--- src/rtl/serial_add_seq.sv ---
// serial_add_seq
// Bit-serial adder sequencer. Time-shares one external combinational 1-bit
// full-adder slice to add two WIDTH-bit operands LSB first, one bit per clock.
// The registered result {cout, sum} = a + b + cin; ovf is the two's-complement
// overflow flag (carry into MSB xor carry out of MSB).
//
// Ports:
//   clk, rst      clock and synchronous active-high reset
//   start         request, sampled only in IDLE or DONE
//   a, b, cin     operands, sampled on the accepting edge only
//   fa_op         to slice: {carry_in, b_bit, a_bit}; zero outside RUN
//   fa_res        from slice (combinational): {carry_out, sum_bit}
//   busy          high while a bit-serial addition is running
//   done          one-cycle pulse, result registers just updated
//   sum/cout/ovf  registered result, updated only when an addition completes
//   dbg_state     current FSM state (IDLE=0, RUN=1, DONE=2)
//
// Handshake: start is a level request; the sequencer accepts it on any edge
// where it is idle or finishing (DONE), and ignores it while busy. There is no
// back-pressure and no queuing; done is a single-cycle qualifier for the result.
module serial_add_seq #(
  parameter int WIDTH = 8
) (
  input  logic             clk,
  input  logic             rst,
  input  logic             start,
  input  logic [WIDTH-1:0] a,
  input  logic [WIDTH-1:0] b,
  input  logic             cin,
  output logic [2:0]       fa_op,
  input  logic [1:0]       fa_res,
  output logic             busy,
  output logic             done,
  output logic [WIDTH-1:0] sum,
  output logic             cout,
  output logic             ovf,
  output logic [1:0]       dbg_state
);

  typedef enum logic [1:0] {
    IDLE = 2'd0,
    RUN  = 2'd1,
    DONE = 2'd2
  } state_t;

  localparam int CW = (WIDTH > 2) ? $clog2(WIDTH) : 1;
  localparam logic [CW-1:0] LAST = CW'(WIDTH - 1);

  state_t           state;
  logic [WIDTH-1:0] a_sh;
  logic [WIDTH-1:0] b_sh;
  logic [WIDTH-1:0] work_sh;
  logic             carry_reg;
  logic [CW-1:0]    cnt;

  // Outputs decode directly from registered state, so they are glitch-free
  // with respect to the inputs.
  assign busy      = (state == RUN);
  assign done      = (state == DONE);
  assign fa_op     = (state == RUN) ? {carry_reg, b_sh[0], a_sh[0]} : 3'b000;
  assign dbg_state = state;

  always_ff @(posedge clk) begin
    if (rst) begin
      state     <= IDLE;
      a_sh      <= '0;
      b_sh      <= '0;
      work_sh   <= '0;
      carry_reg <= 1'b0;
      cnt       <= '0;
      sum       <= '0;
      cout      <= 1'b0;
      ovf       <= 1'b0;
    end else begin
      case (state)
        IDLE, DONE: begin
          if (start) begin
            state     <= RUN;
            a_sh      <= a;
            b_sh      <= b;
            carry_reg <= cin;
            cnt       <= '0;
            work_sh   <= '0;
          end else begin
            state <= IDLE;
          end
        end

        RUN: begin
          // Sum bits enter at the MSB and walk right, so after WIDTH shifts
          // bit 0 of the operands has landed in bit 0 of the result.
          work_sh   <= {fa_res[0], work_sh[WIDTH-1:1]};
          a_sh      <= {1'b0, a_sh[WIDTH-1:1]};
          b_sh      <= {1'b0, b_sh[WIDTH-1:1]};
          carry_reg <= fa_res[1];
          cnt       <= cnt + CW'(1);
          if (cnt == LAST) begin
            state <= DONE;
            sum   <= {fa_res[0], work_sh[WIDTH-1:1]};
            cout  <= fa_res[1];
            // During the MSB cycle carry_reg holds the carry into the MSB.
            ovf   <= fa_res[1] ^ carry_reg;
          end
        end

        default: state <= IDLE;
      endcase
    end
  end

endmodule

--- config.mk ---
export PLATFORM = sky130hd
export DESIGN_NAME = serial_add_seq
export DESIGN_NICKNAME = d
export VERILOG_FILES = /design/src/rtl/serial_add_seq.sv
export SDC_FILE = /design/constraint.sdc
export NUM_CORES = 1
export LEC_CHECK = 0
export CORE_MARGIN = 3
export CORE_UTILIZATION = 48
export DETAILED_ROUTE_END_ITERATION = 6
export PLACE_DENSITY_LB_ADDON = 0.08
export REMOVE_ABC_BUFFERS = 1
export SLEW_MARGIN = 20
export SYNTH_ARGS = -nofsm -noshare
export SYNTH_HDL_FRONTEND = slang
export SYNTH_SLANG_ARGS = --single-unit
--- constraint.sdc ---
create_clock -name clk -period 1.7 [get_ports clk]
set_input_delay 0.51 -clock clk [delete_from_list [all_inputs] [get_ports clk]]
set_output_delay 0.51 -clock clk [all_outputs]
set_load 0.01 [all_outputs]
======== After elaboration in Yosys (flattened, before gate mapping) ========
Index checks and enable logic that the tools add are counted.
W data, S select, Z words.
word-level totals
  register bits ........................... 40
  input port bits ......................... 22
  bits in read-only memories .............. 0
  memories kept ........................... 0
  RAM bits ................................ 0
  latch bits .............................. 0
cells by class
  multiply operators ...................... 0
  shifts and indexed selects .............. 0
  reduce and logical (&&, ||, !) cells .... 5
  equality and inequality tests ........... 5
  div/mod/pow operators ................... 0
  bitwise gates (word level) .............. 1
  add/subtract/negate cells ............... 1
  mux-type cells .......................... 14
  magnitude comparators ................... 0
operators with widths
  cell                   number
  $pmux W8 S2            3
  $mux W8                3
  $mux W3                2
  $pmux W3 S2            1
  $pmux W2 S2            1
  $reduce_and A2 Y1      2
  $add A3 B1 Y3 const B  1
  $eq A3 B3 Y1 const B   1
  $eq A2 B1 Y1 const B   1
  $eq A2 B2 Y1 const B   1
  $logic_not A2 Y1       1
  $mux W1                2
  $mux W2                1
  $ne A2 B1 Y1 const B   1
  $ne A2 B2 Y1 const B   1
  $pmux W1 S2            1
  $reduce_bool A2 Y1     1
  $reduce_or A2 Y1       1
  $xor A1 B1 Y1          1

======== Logic depth before layout (Yosys ltp) ========
Gate-level depths: netlist of the first run.
  depth in word-level cells ............... 4
  depth in mapped cells ................... 6
  depth with buffers taken out ............ 5

======== Least setup slack after synthesis of the first run ========
No wires, ideal clock.
  path type ............................... reg-to-output
  from .................................... reg state[0] (netlist: dbg_state[0])
  to ...................................... out fa_op[0]
  data required time ...................... 1190 ps
  stages on the path, launching flop included .. 6
  buffers on the path ..................... 2
  path slack .............................. 101 ps
  data arrival time ....................... 1089 ps
  cells stage by stage .................... dfxtp_1 > nand2b_1 > buf_2 > inv_2 > buf_2 > and2_1
on the way
  longest elaborated chain between the ends .. 2
RTL lines
  item                    RTL line  text
  from (decl)             49        state_t state;
  from (signal assigned)  65        state <= IDLE;
  from (signal assigned)  78        state <= RUN;
  from (signal assigned)  85        state <= IDLE;
  $eq A2 B1 Y1            -
  net busy                32        output logic busy,
  $mux W3                 60        assign fa_op = (state == RUN) ? {carry_reg, b_sh[0], a_sh[0]} : 3'b000;
  to (decl)               30        output logic [2:0] fa_op,
The timed path passes the listed nets, and every way through them passes these cells.

======== Worst setup path in the final report of the first run ========
  from .................................... reg state[1] (netlist: dbg_state[1])
  to ...................................... out fa_op[1]
on the way
  longest elaborated chain between the ends .. 2
RTL lines
  item          RTL line
  $eq A2 B1 Y1  60
  $mux W3       60
Every way passes these cells.

==> results of run 1 <==
## worst max-delay path, delay by kind of cell, from the launching register on
kind,cells,cell delay [ns]
and+or+nand+nor,2,0.28
DFF,1,0.34
buffers and inverters,2,0.17
## layout make-up
class                           count  area, um2
Fill cell                         306       1025
Clock inverter                      3      43.79
Inverter                            1      6.256
Multi-Input combinational cell    140      757.0
Timing Repair Buffer               47      445.4
Clock buffer                        5      37.54
Tap cell                           44      55.05
Sequential cell                    39      783.3
## kinds of logic after synthesis
logic type / Yosys count / share of synthesized area (%)
adders and majority gates: 2 / 1.539
DFF: 39 / 48.04
xor gates and xnor gates: 1 / 0.5390
AOI/OAI and AO/OA: 38 / 18.17
and+or+nand+nor: 99 / 25.56
buffers and inverters: 17 / 6.158
## power by group
part | switching, mW | total, mW | internal, mW
Clock | 0.310 | 0.620 | 0.309
Combinational | 0.136 | 0.267 | 0.132
Sequential | 0.0241 | 0.982 | 0.958
Total | 0.470 | 1.87 | 1.40
## timing repair
item	CTS	global route
resized for setup	34	5
hold endpoints to repair	0	0
pin swaps	0	1
buffers inserted	0	1
setup endpoints to repair	17	4
## worst min path at each step
stage                     from      to  slack, ns  cells past startpoint
finish                  sum[7]  sum[7]       0.46                      2
global route            sum[6]  sum[6]       0.48                      2
CTS                     sum[6]  sum[6]       0.46                      2
detailed placement      sum[6]  sum[6]       0.45                      2
global placement        sum[4]  sum[4]       0.44                      2
floorplan           work_sh[1]  sum[0]       0.43                      2
## metal layers
| metal | part of all wire, % | track usage, % |
|---|---|---|
| met1 | 40 | 18.50 |
| met2 | 53 | 33.68 |
| met3 | 4.9 | 6.327 |
| met4 | 1.3 | 5.541 |
| met5 | 0 | 0 |
## through the flow
step	setup WS, ns	hold WS (ns)	power [mW]
after floorplan	-0.7464	0.4260	1.128
after global placement	-0.05723	0.4409	1.258
after detailed placement	-0.1322	0.4476	1.269
after CTS	0.01258	0.4609	1.885
after global routing	-0.01961	0.4810	1.967
final	0.04892	0.4570	1.869
## cell usage in the layout, fill, tap and decap left out, types with 2 or more instances in the layout
master and count:
nand2_1 59, dfxtp_1 37, a21oi_1 21, clkdlybuf4s50_1 21
nor2_1 18, nand3_1 12, dlygate4sd2_1 12, a311oi_1 8
a311oi_2 7, buf_4 7, clkbuf_4 5, and2_4 2
nor2b_1 2, nand2b_1 2, ha_1 2, dfxtp_2 2
buf_2 2, buf_6 2, buf_12 2
==> summary.txt, run 1 <==
CTS
  – CTS Buf Count: 5
  – TritonCTS clock tree: built
  – Clk root buf: clkbuf_4
  – Clk slew on worst S/H paths: roughly 0.12 ns
  – Clk_lat worst skew: 0.35 ns
  – CTS Hold Bufs: 0
  – Bufs on Longest Clock Path: 2
  – CTS sink count: 39
  – Max H-tree Level: 2

Run
  – Max Cap Viol: 0

Place
  – Routability Congestion: ~0.71
  – Final HPWL DP: 2342 um
  – Post-DP Area: about 0.0021 mm2
  – Inst Count DP: 270
  – Buffers on Ports: 38

Pwr
  – Lkg Pwr: 0.8481 nW
  – Maximum vdd drop: 0.0004929 V
  – Cell Pwr Density: 878.4 mW/mm2

Detailed routing
  – Number of iterations in the first detailed-routing pass: 4
  – Final wirelength: 3321 um
  – DRC: 0
  – DRT iter0 DRCs: 64
  – Wire per inst: 11.90 um
  – Final antenna-violating net count: 0
  – Number of vias per cell: 5.075
  – Via count: 1,416

Timing
  – Crit share post-route: ~97%
  – Sum of negative setup slack: 0 ns
  – Worst-Margin Slew: 0.4368 ns
  – RSZ-0062 raised after global routing: yes
  – Fin. max-slew vios: 0
  – Fmax: 0.6057 GHz
  – Final setup fails: 0
  – Fin crit period: 1.651 ns
  – Final Hold Vio Count: 0
  – Clock Skews: about 0.0080 ns
  – Slew margin rel.: 70.88%

Floorplan
  – Initial Util: 51.55%
  – Die Wd: 64.19 um
  – # rows: 20
  – IO Count: 39
  – Die ar.: between 0.004 and 0.005 mm2
  – Core area: 0.003153 mm2
  – Die Span Y: 64.19 um

Critical path
  – CP max-delay cell: dfxtp_2
  – Crit path from: dbg_state[1]
  – CP required: 1.19 ns
  – CP peak stage delay: 0.34 ns
  – Max Fanout on Critical Path: 6
  – CP Launch Type: register
  – Setup crit end kind: output pin
  – Critical R2R Launch: cnt[0]
  – R2R Path End: ovf
  – R2r worst-path depth: 5
  – WS Path Type: reg -> out
  – CP Capture Point: fa_op[1]
  – Crit-path cells: nand2b_4 > inv_4 > and2_4 > buf_6
  – Flop2flop setup slack: about 0.24 ns
  – Worst path arrival time: 1.14 ns

Finish
  – Non-filler cells, final: 279
  – Largest regs: a_sh: 8 flops, b_sh: 8 flops, sum: 8 flops
  – Antenna diodes: 0
  – Share of layout cells above drive strength 1: ~15%
  – Area growth syn-to-layout: 30.95%
  – Core Util, Final: 67.50%
  – Finished Cell Area: 0.002128 mm2
  – # nets final: 258

Global routing
  – Total GRT Usage: 17.98%
  – First-pass GRT wire length: 5816 um
  – Initial antenna violation count: 0
  – Largest net degree at the start of global routing: 44
  – GRT overflow: 0
  – Vias in the first global route: 1,387

Synth
  – Number of synthesized flops with an enable pin: 0
  – Cells after Synth: approximately 200
  – Top cell type's share of synthesized area: 48.04%
  – Mapped Area: 0.001625 mm2
  – Most frequent cells after synthesis: 59 x nand2_1, 39 x dfxtp_1, 21 x a21oi_1
  – Area contributors post-synth: dfxtp_1 48%, nand2_1 14%, a21oi_1 6.5%, a311oi_2 6.5%, a311oi_1 4.3%
  – Synth area leader: dfxtp_1
  – Synthesized flop and latch total: 39
  – Post-synth top flop: dfxtp_1
  – Yosys warns: 0
  – Count leader, synth: nand2_1
  – Sequential area share after synthesis: 48.04%
  – Syn Area/Cell: 8.292 um2
  – Synth cell types: 22
  – Fraction of registers with async set/reset: 0%

Run status
  – Status: completed

Min path
  – Hold WC Path Type: reg -> reg
Note: power is estimated with default switching activity, not from simulation.
==> run 2, diff against run 1 <==
Settings changed: SLEW_MARGIN 20 to not set.
==> results of run 2 <==
Same layout as run 1: the final DEF is identical, and so are final timing and power.
==> run 3, diff against run 2 <==
Settings changed: ABC_AREA set to 1, CORE_UTILIZATION 48 to 54.
Clock period 1.7 ns to 1.9 ns, I/O delays scaled along.
==> summary.txt, run 3 <==
Detailed routing
  – Wire per inst: 11.16 um
  – DRT iter0 DRCs: 134
  – Final antenna-violating net count: 0
  – Number of vias per cell: 4.949
  – DRC: 0
  – Final wirelength: 3930 um
  – Via count: between 1,500 and 2,000
  – Number of iterations in the first detailed-routing pass: 4

Critical path
  – CP bufs+invs: 1
  – WS Path Type: reg -> out
  – CP top delay family: buffers and inverters
  – CP max-delay cell: clkdlybuf4s50_1
  – Max Fanout on Critical Path: 2
  – CP required: approximately 1.3 ns
  – Setup crit end kind: output pin
  – Crit-path cells: clkdlybuf4s50_1
  – CP Launch Type: register
  – CP peak stage delay: 0.56 ns
  – Worst path arrival time: 1.26 ns

Synth
  – Yosys warns: 0
  – Fraction of registers with async set/reset: 0%
  – Number of synthesized flops with an enable pin: 0
  – Synthesized flop and latch total: 39
  – Synth area leader: dfxtp_1
  – Most frequent cells after synthesis: 59 x nand2_1, 51 x nand3_1, 39 x dfxtp_1
  – Cells after Synth: roughly 270
  – Synth cell types: 20
  – Area contributors post-synth: dfxtp_1 42%, nand3_1 14%, nand2_1 12%, inv_1 7.1%, nor2_1 4.3%
  – Top cell type's share of synthesized area: a little over two fifths
  – Count leader, synth: nand2_1
  – Sequential area share after synthesis: 42.28%
  – Mapped Area: 0.001847 mm2
  – Syn Area/Cell: about 6.9 um2
  – Post-synth top flop: dfxtp_1

Timing
  – Crit share post-route: 96.36%
  – Slew margin rel.: 75.75%
  – Fin crit period: 1.831 ns
  – Worst-Margin Slew: 0.3628 ns
  – Final hold slack: 0.4665 ns
  – RSZ-0062 raised after global routing: no
  – Fin. max-slew vios: 0
  – Clock Skews: 0.01192 ns
  – Final setup fails: 0
  – Sum of negative setup slack: 0 ns
  – Final Hold Vio Count: 0
  – Fmax: 0.5462 GHz

Finish
  – Area growth syn-to-layout: 25.47%
  – Non-filler cells, final: ~350
  – Antenna diodes: 0
  – # fillers: 286
  – Share of layout cells above drive strength 1: 11.36%
  – Commonest non-fill, non-tap cells in the layout: 58 x nand2_1, 51 x nand3_1, 38 x dfxtp_1, 35 x inv_1, 31 x clkdlybuf4s50_1
  – Largest regs: a_sh: 8 flops, b_sh: 8 flops, sum: 8 flops
  – Finished Cell Area: ~0.0023 mm2
  – Commonest non-fill, non-tap cell in the layout: nand2_1
  – # nets final: 331

CTS
  – CTS Buf Count: 5
  – Max H-tree Level: 2
  – Clk slew on worst S/H paths: approximately 0.12 ns
  – TritonCTS clock tree: built
  – CTS sink count: 39
  – Clk root buf: clkbuf_4
  – Post-CTS Setup Repair Bufs: 0
  – Bufs on Longest Clock Path: 2
  – CTS Hold Bufs: 0
  – Clk_lat worst skew: roughly 0.35 ns

Pwr
  – PnR Total Power: roughly 1.6 mW
  – Cell Pwr Density: 685.4 mW/mm2
  – Clock share of power: 25.4%
  – Sequential power share: 55.2%
  – Switching Fraction: 28.06%
  – Net switching power: 0.4456 mW
  – Combinational power share: around 19%
  – Lkg Pwr: between 1 and 1.5 nW
  – Internal: 1.143 mW
  – Maximum vdd drop: between 0.0005 and 0.0006 V

Place
  – Routability Congestion: about 0.79
  – Buffers on Ports: 38
  – Inst Count DP: about 340
  – Final HPWL DP: approximately 2700 um
  – Post-DP Area: between 0.002 and 0.0025 mm2

Global routing
  – Largest net degree at the start of global routing: 45
  – Vias in the first global route: 1,547
  – Total GRT Usage: 21.13%
  – Initial antenna violation count: 0
  – First-pass GRT wire length: 6913 um
  – GRT overflow: 0

Floorplan
  – IO Count: 39
  – Die ar.: 0.004158 mm2
  – Core area: roughly 0.0032 mm2
  – Die Wd: 64.48 um
  – # rows: 20
  – Initial Util: a little under 60%
  – Die Span Y: 64.48 um

Run status
  – Status: completed

Run
  – Max Cap Viol: 0

Min path
  – Hold WC Path Type: reg -> reg
-- run 3: cell types whose count changed after synthesis, moves of 3 or more --
cell and delta:
a21oi_1 -10, a21oi_2 +4, a311oi_1 -8, a311oi_2 -7
and2_1 -3, inv_1 +35, nand2_2 +5, nand2b_1 -3
nand3_1 +39, nor2_1 +3, nor3_1 +15
-- run 3: final cells by class --
cell class | count | area, um2 | share of cell area [%]
Inverter | 39 | 146.4 | 6.317
Sequential cell | 39 | 782.0 | 33.75
Clock inverter | 1 | 5.005 | 0.2160
Clock buffer | 7 | 45.04 | 1.944
Multi-Input combinational cell | 171 | 804.5 | 34.72
Timing Repair Buffer | 51 | 479.2 | 20.68
Tap cell | 44 | 55.05 | 2.376
-- run 3: tightest hold or removal path, cell delays in order, from the launching register on --
cell     delay [ns]
dfxtp_1        0.34
nand2_1        0.07
nand2_1        0.04
-- run 3: cell families (layout without fill, tap and decap cells) --
logic type	after synthesis	after routing	synth area share, %
xor+xnor	1	1	0.4743
simple gates	152	152	36.45
flops	39	39	42.28
compound gates	16	16	5.148
buf+inv	56	98	14.29
fa+ha+maj	2	2	1.355
-- run 3: final timing paths --
check                           depth (start not counted)  slack, ns     end         start
worst min register to register                          2       0.47  sum[4]    work_sh[5]
worst max-delay path                                    1       0.07  sum[5]        sum[5]
worst max register to register                          7       0.29     ovf  dbg_state[0]
worst min-delay path                                    2       0.47  sum[4]    work_sh[5]
-- run 3: stage by stage --
| stage | worst slack [ns] | util, % |
|---|---|---|
| after detailed placement | 0.1245 | 72.14 |
| after global placement | 0.1451 | 72.14 |
| after CTS | 0.05549 | 73.57 |
| final | 0.06912 | 73.49 |
| after floorplan | -0.1632 | - |
| after global routing | 0.01045 | 73.49 |
-- run 3: routing by layer --
| metal | vias to the layer above | track usage (%) | wire [um] |
|---|---|---|---|
| met4 | 0 | 6.332 | 45 |
| met1 | 787 | 26.32 | 1772 |
| met5 | - | 0 | 0 |
| met3 | 6 | 6.586 | 243 |
| li1 | 911 | - | - |
| met2 | 38 | 35.05 | 1869 |
-- run 3: power groups by stage --
stage               Clock [mW]  Sequential, mW  Combinational (mW)
floorplan                    0           0.898               0.174
global placement             0           0.893               0.308
detailed placement           0           0.895               0.311
CTS                      0.413           0.877               0.309
global route             0.449           0.881               0.349
finish                   0.404           0.877               0.308
-- run 3: repair_timing --
| item | CTS | global route |
|---|---|---|
| gates resized for setup | 9 | 3 |
| pin swaps | 0 | 0 |
| endpoints found under the setup margin | 7 | 2 |
==> variant, RTL diff (config.mk and constraints of run 2) <==
Add an input register stage for `start`, with the module's reset; this delays it by one clock. The other inputs are not delayed to match.
--- a/src/rtl/serial_add_seq.sv
+++ b/src/rtl/serial_add_seq.sv
@@ -48,2 +48,12 @@
 
+  logic start_q;
+
+  always_ff @(posedge clk) begin
+    if (rst) begin
+      start_q <= '0;
+    end else begin
+      start_q <= start;
+    end
+  end
+
   state_t           state;
@@ -76,3 +86,3 @@
         IDLE, DONE: begin
-          if (start) begin
+          if (start_q) begin
             state     <= RUN;
Check against the original RTL: not equivalent (Yosys sat finds a counterexample within 4 cycles, from zero or initial values and one cycle with rst high).
==> variant against run 2 <==
- setup slack improved by 0.0028 ns
- synthesized area rose by 1.5%
- critical path depth did not move
- combinational power fell by 12%
- fmax rose by 0.17%
- sequential share of layout area rose by 0.94 points
- die area rose by 1.4%
- total power fell by 10%
- sequential cell count rose by 1
- wire length fell by 0.24%
- cell area did not move
- critical path type unchanged
- largest cell class unchanged
- largest power group unchanged
==> variant: results (changes against run 2) <==
- Final nets: 261 (+1.2%)
- Sequential cell area fraction in the yosys report: 48.52% (+0.48 points)
- Met1 Resource Use GR: 17.64% (-0.86 points)
- Buffers outside the clock class: 48 (+2.1%)
- First-pass GRT wire length: 5.823 mm (+0.12%)
- Worst IR drop on VDD: 0.0004967 V (+0.77%)
- Met3 Use GR: 4.506% (-1.8 points)
- List of most frequent post-synthesis cells: nand2_1, dfxtp_1, a21oi_1
- Total power consumption of the routed design: 1.680 mW (-10%)
- Run status: completed
- Met3 wire length: 182 µm (+11%)
- Relative slew margins: 69.95% (-0.93 points)
- Clkbuf count: 6 (+1)
- Leading post-synthesis cells by cell area: dfxtp_1, nand2_1, a21oi_1, a311oi_2, a311oi_1
- Via count of the routed design: 1450 (+2.4%)
- Leakage: 0.8383 nW (-1.2%)
- DR vias/cell: 5.160 (+1.7%)
- Tot GR Track Use: 17.60% (-0.39 points)
- Clock Network Area Fraction: 2.175% (-1.6 points)
- Total placed cells including tap cells: 272 (+0.74%)
- Via count of the first global-routing pass: 1365 (-1.6%)
- Violation count after the first detailed-route iteration: 110 (+72%)
- Layout non-clock buf frac: 20.99% (+0.059 points)
- Met2 GRT Util: 34.41% (+0.73 points)
- Comb pwr share: 14.0% (-0.3 points)
- Final HPWL DP: 2.242 mm (-4.2%)
- Pre-CTS setup slack: -0.08024 ns (+0.05194 ns)
- Sink Count: 40 (+2.6%)
- Layout cell share with drive strength beyond 1: 15.19% (+0.30 points)
## variant: cell types whose count changed after synthesis, sizes merged
cell and change:
clkbuf +1, nor2b +1, dfxtp +1, buf -1
## variant: worst paths after layout
kind                                    from  endpoint  slack [ns]  depth (start not counted)
worst max-delay path            dbg_state[1]  fa_op[1]        0.05                          4
worst min-delay path                  sum[6]    sum[6]        0.46                          2
worst min register to register        sum[6]    sum[6]        0.46                          2
worst max register to register        cnt[0]       ovf        0.22                          5
## variant: timing repair
item | in CTS | in global routing
buffers inserted | 1 | 1
endpoints found under the setup margin | 17 | 4
pin swaps | 1 | 0
gates resized for setup | 35 | 8
## variant: worst max-delay path: cells and delay by family (launching register included)
kind	cells	cell delay (ns)
DFF	1	0.34
and+or+nand+nor	2	0.29
buffers and inverters	2	0.16
## variant: cells by family after synthesis
kind of cell    count (synthesis)  synth area share [%]
xor+xnor                        1                0.5308
fa+ha+maj                       2                 1.516
buf+inv                        17                 5.988
compound gates                 38                 17.89
simple gates                  100                 25.55
flops                          40                 48.52
